--- src/rtl/mii_frame_gen.sv ---
// mii_frame_gen: frame source for the 64-bit MII lane-based datapath.
// Each accepted start request produces one frame:
//   - a start column;
//   - LEN payload bytes counting up from the seed;
//   - a terminate character in the lane after the last payload byte;
//   - IPG_COLS all-idle columns.
//
// Parameters:
//   DATA_WIDTH - bus width in bits (only 64 supported), lanes = DATA_WIDTH/8
//   IPG_COLS   - idle columns forced after each terminate column (0 allowed)
//   LEN_W      - width of the payload length input
//
// Ports:
//   clk           - clock
//   rst_n         - synchronous active-low reset
//   start_i       - frame request, sampled only while idle
//   len_i         - payload byte count, latched on start
//   seed_i        - first payload byte value, latched on start
//   err_inject_i  - (only with MII_GEN_ERR_INJECT_EN) latched on start;
//                   lane 0 of the column after the start column becomes ERROR
//   ctrl_out      - per-lane control flags (bit i covers data_out[8i+7:8i])
//   data_out      - MII data column, lane 0 in the LSB byte
//   busy_o        - high from start acceptance until the state returns to idle
//   done_o        - one-cycle pulse with the column carrying the terminate
//   frame_count_o - terminated frame count, wraps at 2^32
//
// Optional feature macro: MII_GEN_ERR_INJECT_EN (error injection).
module mii_frame_gen #(
  parameter int DATA_WIDTH = 64,
  parameter int IPG_COLS   = 1,
  parameter int LEN_W      = 16
) (
  input  logic                    clk,
  input  logic                    rst_n,
  input  logic                    start_i,
  input  logic [LEN_W-1:0]        len_i,
  input  logic [7:0]              seed_i,
`ifdef MII_GEN_ERR_INJECT_EN
  input  logic                    err_inject_i,
`endif
  output logic [DATA_WIDTH/8-1:0] ctrl_out,
  output logic [DATA_WIDTH-1:0]   data_out,
  output logic                    busy_o,
  output logic                    done_o,
  output logic [31:0]             frame_count_o
);

  localparam int unsigned LANES = DATA_WIDTH / 8;

  localparam logic [7:0] CH_IDLE  = 8'h07;
  localparam logic [7:0] CH_START = 8'hFB;
  localparam logic [7:0] CH_TERM  = 8'hFD;
  localparam logic [7:0] CH_PRE   = 8'h55;
`ifdef MII_GEN_ERR_INJECT_EN
  localparam logic [7:0] CH_ERR   = 8'hFE;
`endif

  localparam logic [DATA_WIDTH-1:0] IDLE_COL  = {LANES{CH_IDLE}};
  localparam logic [DATA_WIDTH-1:0] START_COL = {{(LANES-1){CH_PRE}}, CH_START};
  localparam logic [DATA_WIDTH-1:0] TERM_COL  = {{(LANES-1){CH_IDLE}}, CH_TERM};
  localparam logic [LEN_W-1:0]      LANES_L   = LEN_W'(LANES);

  typedef enum logic [1:0] {
    S_IDLE,
    S_PAYLOAD,
    S_TERM,
    S_IPG
  } state_e;

  state_e            state_q;
  logic [LEN_W-1:0]  rem_q;
  logic [7:0]        pat_q;
  logic [15:0]       gap_q;
`ifdef MII_GEN_ERR_INJECT_EN
  logic              err_q;
`endif

  logic [LANES-1:0]      col_ctrl_d;
  logic [DATA_WIDTH-1:0] col_data_d;

  // Column for PAYLOAD/TERM states. A payload column with rem >= lanes is
  // all data; otherwise data lanes are followed by TERM then IDLE.
  always_comb begin
    col_ctrl_d = '1;
    col_data_d = TERM_COL;
    if (state_q == S_PAYLOAD) begin
      for (int unsigned i = 0; i < LANES; i++) begin
        if (rem_q > LEN_W'(i)) begin
          col_ctrl_d[i]        = 1'b0;
          col_data_d[8*i +: 8] = pat_q + 8'(i);
        end else if (rem_q == LEN_W'(i)) begin
          col_ctrl_d[i]        = 1'b1;
          col_data_d[8*i +: 8] = CH_TERM;
        end else begin
          col_ctrl_d[i]        = 1'b1;
          col_data_d[8*i +: 8] = CH_IDLE;
        end
      end
    end
`ifdef MII_GEN_ERR_INJECT_EN
    // err_q is only ever set for the first column after the start column.
    if (err_q) begin
      col_ctrl_d[0]   = 1'b1;
      col_data_d[7:0] = CH_ERR;
    end
`endif
  end

  always_ff @(posedge clk) begin
    if (!rst_n) begin
      state_q       <= S_IDLE;
      rem_q         <= '0;
      pat_q         <= '0;
      gap_q         <= '0;
      ctrl_out      <= '1;
      data_out      <= IDLE_COL;
      busy_o        <= 1'b0;
      done_o        <= 1'b0;
      frame_count_o <= '0;
`ifdef MII_GEN_ERR_INJECT_EN
      err_q         <= 1'b0;
`endif
    end else begin
      done_o <= 1'b0;
      case (state_q)
        S_IDLE: begin
          ctrl_out <= '1;
          data_out <= IDLE_COL;
          if (start_i) begin
            ctrl_out <= LANES'(1);
            data_out <= START_COL;
            rem_q    <= len_i;
            pat_q    <= seed_i;
            busy_o   <= 1'b1;
`ifdef MII_GEN_ERR_INJECT_EN
            err_q    <= err_inject_i;
`endif
            state_q  <= (len_i != '0) ? S_PAYLOAD : S_TERM;
          end
        end
        S_PAYLOAD, S_TERM: begin
          ctrl_out <= col_ctrl_d;
          data_out <= col_data_d;
`ifdef MII_GEN_ERR_INJECT_EN
          err_q    <= 1'b0;
`endif
          if (state_q == S_PAYLOAD && rem_q > LANES_L) begin
            rem_q <= rem_q - LANES_L;
            pat_q <= pat_q + 8'(LANES);
          end else if (state_q == S_PAYLOAD && rem_q == LANES_L) begin
            state_q <= S_TERM;
          end else begin
            // Terminate column: either TERM state or a partial payload column.
            done_o        <= 1'b1;
            frame_count_o <= frame_count_o + 32'd1;
            if (IPG_COLS == 0) begin
              state_q <= S_IDLE;
              busy_o  <= 1'b0;
            end else begin
              state_q <= S_IPG;
              gap_q   <= 16'(IPG_COLS);
            end
          end
        end
        S_IPG: begin
          ctrl_out <= '1;
          data_out <= IDLE_COL;
          if (gap_q <= 16'd1) begin
            state_q <= S_IDLE;
            busy_o  <= 1'b0;
          end else begin
            gap_q <= gap_q - 16'd1;
          end
        end
        default: state_q <= S_IDLE;
      endcase
    end
  end

endmodule
--- config.mk ---
export PLATFORM = sky130hd
export DESIGN_NAME = mii_frame_gen
export DESIGN_NICKNAME = d
export VERILOG_FILES = /design/src/rtl/mii_frame_gen.sv
export SDC_FILE = /design/constraint.sdc
export NUM_CORES = 1
export LEC_CHECK = 0
export ABC_AREA = 0
export BUFFER_PORTS_ARGS = -buffer_cell sky130_fd_sc_hd__buf_2
export CAP_MARGIN = 20
export CORE_MARGIN = 10
export CORE_UTILIZATION = 36
export DETAILED_ROUTE_END_ITERATION = 12
export PLACE_DENSITY = 0.58
export SYNTH_ARGS = -nofsm -noshare
export SYNTH_HDL_FRONTEND = slang
export SYNTH_SLANG_ARGS = --single-unit
--- constraint.sdc ---
create_clock -name clk -period 2.75 [get_ports clk]
set_clock_uncertainty 0.1 [all_clocks]
set_input_delay 0.6875 -clock clk [delete_from_list [all_inputs] [get_ports clk]]
set_output_delay 0.6875 -clock clk [all_outputs]
set_load 0.02 [all_outputs]
==> flow_results.org <==
** Setup path
- R2R Path End :: data_out[34]
- STA classifies the critical path startpoint as a flop.
- Type of element capturing the critical path :: flop
- Crit path DAT :: around 2.8 ns
- Register-to-register setup slack :: 0.22 ns
- Reg2reg path depth :: 7
- The startpoint identified for the worst register-to-register timing path is rem_q[3].
- Data required time of the critical path :: 3.01 ns
- Along the worst path, the maximum fanout reaches 7.
- The worst setup path is of the flop to flop kind.

** Logic synthesis
- Of the post-synthesis cell area, the dominant cell type holds 0.4076.
- Counting every instance in the synthesized netlist gives between 800 and 900.
- Yosys mapped a number of flops with a built-in enable equal to 0.
- Count of different cell masters after synthesis :: 63
- Top cell type by total area after synthesis :: sky130_fd_sc_hd__dfxtp_1
- Mean instance size in the synthesized netlist :: 8.337 µm²
- In the synthesized netlist, the cells that appear most often are sky130_fd_sc_hd__dfxtp_1, sky130_fd_sc_hd__a21oi_1, sky130_fd_sc_hd__nand2_1.
- For this run, the number of Yosys warnings is 0.
- After synthesis the netlist holds a flip-flop and latch count of roughly 150.
- The share of the Yosys chip area taken by registers is 0.4076.
- Top cells by area, synth :: sky130_fd_sc_hd__dfxtp_1, sky130_fd_sc_hd__a21oi_1, sky130_fd_sc_hd__nand2_1
- Prevailing post-synth register cell :: sky130_fd_sc_hd__dfxtp_1
- Count leader, synth :: sky130_fd_sc_hd__dfxtp_1
- Net count of the mapped netlist :: 919
- Asr flop ratio synth :: 0
- Netlist Area Pre-Place :: 7269 µm²

** Final layout
- In the final layout, the share of cells above drive strength 1 is 0.2149.
- From synthesis to final layout, the design area changed by 22.22%.
- Final Non-Filler Cells :: 1276
- Area taken by flip-flops and latches :: approximately 3000 µm²
- Nets@finish :: between 1000 and 1500
- The multi-input combinational cells in the finished layout cover a total of 3963 µm².
- Fill cells :: 2000

** Routing
- Dividing the detail-routed wire length by the instance count gives 16.57 µm.
- Total detailed-routing wirelength :: 21140 µm
- Antenna-violating nets left :: 0
- DRC violations left :: 0
- Number of design-rule violations left by the first detailed-router iteration :: 367
- After detailed routing, the number of vias per cell comes to 5.285.
- Number of vias in the routed layout :: 6744
- Before antenna repair, the detailed router went through 5 iterations.

** Clock tree
- Counting every sink on the clock net gives 148.
- Gates resized during post-CTS repair numbered 0.
- Clock tree synthesis selected as its root buffer the cell sky130_fd_sc_hd__clkbuf_16.
- TritonCTS clock tree :: done
- Worst-skew pair later-pin latency :: 0.43 ns
- TritonCTS created 17 clock buffers.
- After clock tree synthesis, the clock-pin slew on the worst setup and hold paths is 0.06 ns.
- No sink is reached through more buffers than the 2 on the longest clock path.
- Cts hold-fix bufs :: 0
- Post-CTS timing repair inserted 0 buffers for setup.
- CTS H-tree lvls :: 4

** Floorplan
- Number of top-level pins :: 133
- Initial Util :: 0.3699
- Number of rows created at floorplan :: slightly above 50
- Die area :: 26280 µm²
- The die is 162.1 µm wide.
- In this run the standard cell core region covers around 20000 µm².
- Die Y :: 162.1 µm

** Power and ir drop
- Internal Pwr Total :: between 6 and 7 mW
- In this run the power spent charging and discharging nets is around 4.7 mW.
- Clk network pwr share :: 0.219
- Of the total power, registers draw 0.286.
- Power per cell area :: 1205 nW/µm²
- Switching fraction of total power :: 0.4369
- Combinational share of power :: 0.495
- Static leakage :: 3.601 nW
- Worst IR drop on VDD :: 0.5651 mV

** GRT
- Number of antenna violations at the first check in global routing :: 1
- Remaining global-route overflow :: 0
- Maximum number of pins on one net before global-route repair :: 42
- The global routing stage identified its most utilized layer as met2.
- Met2 global-route usage :: 0.2374
- The via count of the first global-routing pass came to 6538.
- GR Util All Layers :: 0.1576
- In the global route stage, met3 resource usage came out at 0.05637.
- First-pass GRT wire length :: 34290 µm
- For met1 alone, demand over resource in global routing was 0.2084.

** Timing
- Setup violations remaining at the end of the flow were counted as 0.
- Static timing analysis puts the maximum clock frequency at 394.8 MHz.
- Unrepaired setup endpoints after global routing :: no
- At the pin with the least slew margin, the transition time is 0.6781 ns.
- Min cycle time layout :: 2.533 ns
- Dividing the final minimum period by the clock period gives 0.9210.
- Setup total negative slack on the finished layout was measured at 0 ns.
- Count of pins over their slew limit :: 0
- The count of endpoints failing hold in the final timing report came to 0.
- Max-slew headroom :: 0.5416

** Worst hold path
- End point of the most critical hold path :: gap_q[14]
- Hold Crit Start :: gap_q[14]
- The worst hold path passes through 2 cells.
- Kind of path behind the tightest hold check :: flop to flop

** Place
- Cell total after placement :: 1243
- Port Buf Inserts :: approximately 130
- Routability-driven placement finished with a final weighted congestion of 0.8375.
- Once detailed placement completed, the half-perimeter wirelength came to 15260 µm.

** Job
- Max Cap Violations :: 0

** Status
- Run status :: finished, final reports clean
[power groups by stage]
stage	Combinational, mW	Sequential, mW	Clock, mW
after floorplan	3.37	3.36	0
after global placement	5.21	3.10	0
after detailed placement	5.25	3.10	0
after CTS	5.28	3.06	2.40
after global routing	5.88	3.13	2.48
final	5.30	3.06	2.34
[logic make-up (layout without fill, tap and decap cells)]
family,after synthesis,after routing,synth area share
adders and majority gates,20,20,0.03442
AOI/OAI and AO/OA,222,222,0.1831
other,0,1,0
muxes,17,17,0.02547
and+or+nand+nor,326,326,0.2389
DFF,148,148,0.4076
xor gates and xnor gates,51,51,0.06145
buffers and inverters,88,226,0.04905
[cells in the final DEF (no fill, tap or decap), types with 9 or more instances in the layout]
master                      synthesis  layout
sky130_fd_sc_hd__mux2i_1           14      14
sky130_fd_sc_hd__nand2b_1          11      11
sky130_fd_sc_hd__or4_1             15      15
sky130_fd_sc_hd__clkbuf_16          0      17
sky130_fd_sc_hd__buf_2              5     132
sky130_fd_sc_hd__ha_1              20      19
sky130_fd_sc_hd__o32ai_1            9       9
sky130_fd_sc_hd__nand2_1           80      80
sky130_fd_sc_hd__xnor2_1           21      21
sky130_fd_sc_hd__nand3_1           17      17
sky130_fd_sc_hd__nor3_1            11      11
sky130_fd_sc_hd__buf_4              3      33
sky130_fd_sc_hd__o31ai_1           17      17
sky130_fd_sc_hd__xor2_1            30      30
sky130_fd_sc_hd__nand4_1           22      22
sky130_fd_sc_hd__inv_1             27      27
sky130_fd_sc_hd__and3_1            16      16
sky130_fd_sc_hd__o21ai_0           55      55
sky130_fd_sc_hd__nor2b_1           15      15
sky130_fd_sc_hd__nor2_1            76      76
sky130_fd_sc_hd__a21oi_1           87      87
sky130_fd_sc_hd__or3_1             17      17
sky130_fd_sc_hd__dfxtp_1          148     148
sky130_fd_sc_hd__a31oi_1           11      11
[registers in the layout (all words and copies together), names as in the netlist]
name and count:
busy_o 1, ctrl_out 8, data_out 64, done_o 1, frame_count_o 32, gap_q 16, pat_q 8, rem_q 16
state_q 2
[area by class of cell]
cell class,count,share of cell area
tap,265,0.03732
sequential,148,0.3335
timing repair buffer,166,0.1045
inverter,28,0.01183
multi-input combinational,636,0.4460
clock buffer,19,0.04985
clock inverter,13,0.01676
antenna,1,0.0002817
[how the worst max path moves through the flow]
stage                from                 to  slack (ns)
6_report         rem_q[3]       data_out[34]        0.22
5_1_grt          rem_q[3]       data_out[34]        0.08
4_1_cts        state_q[0]  frame_count_o[29]        0.22
3_5_place_dp   state_q[0]  frame_count_o[29]        0.21
3_3_place_gp   state_q[0]  frame_count_o[29]        0.29
2_1_floorplan  state_q[0]           rem_q[8]        0.33
[critical path, stage by stage, from the launching register on]
cell	delay (ns)
sky130_fd_sc_hd__dfxtp_1	0.38
sky130_fd_sc_hd__inv_1	0.23
sky130_fd_sc_hd__ha_1	0.18
sky130_fd_sc_hd__nor4b_1	0.56
sky130_fd_sc_hd__nand4_1	0.47
sky130_fd_sc_hd__o21ai_0	0.32
sky130_fd_sc_hd__o21ai_0	0.14
sky130_fd_sc_hd__nand2_1	0.09
[metrics by stage]
step                total power [mW]  area, µm²  worst slack [ns]  hold WS, ns  utilization
floorplan                      6.726       7269            0.3324       0.3371            -
global placement               8.308       8284            0.2929       0.3525       0.4215
detailed placement             8.348       8284            0.2106       0.3621       0.4215
CTS                            10.73       8876            0.2195       0.3706       0.4516
global route                   11.49       8882           0.07550       0.4062       0.4519
finish                         10.70       8885            0.2172       0.3647       0.4521
[routing by layer]
layer,part of all wire,routed length (µm)
met5,0,0
met4,0.012,250
met3,0.076,1597
met2,0.44,9231
met1,0.48,10060
Power figures use the tool's default switching activity.
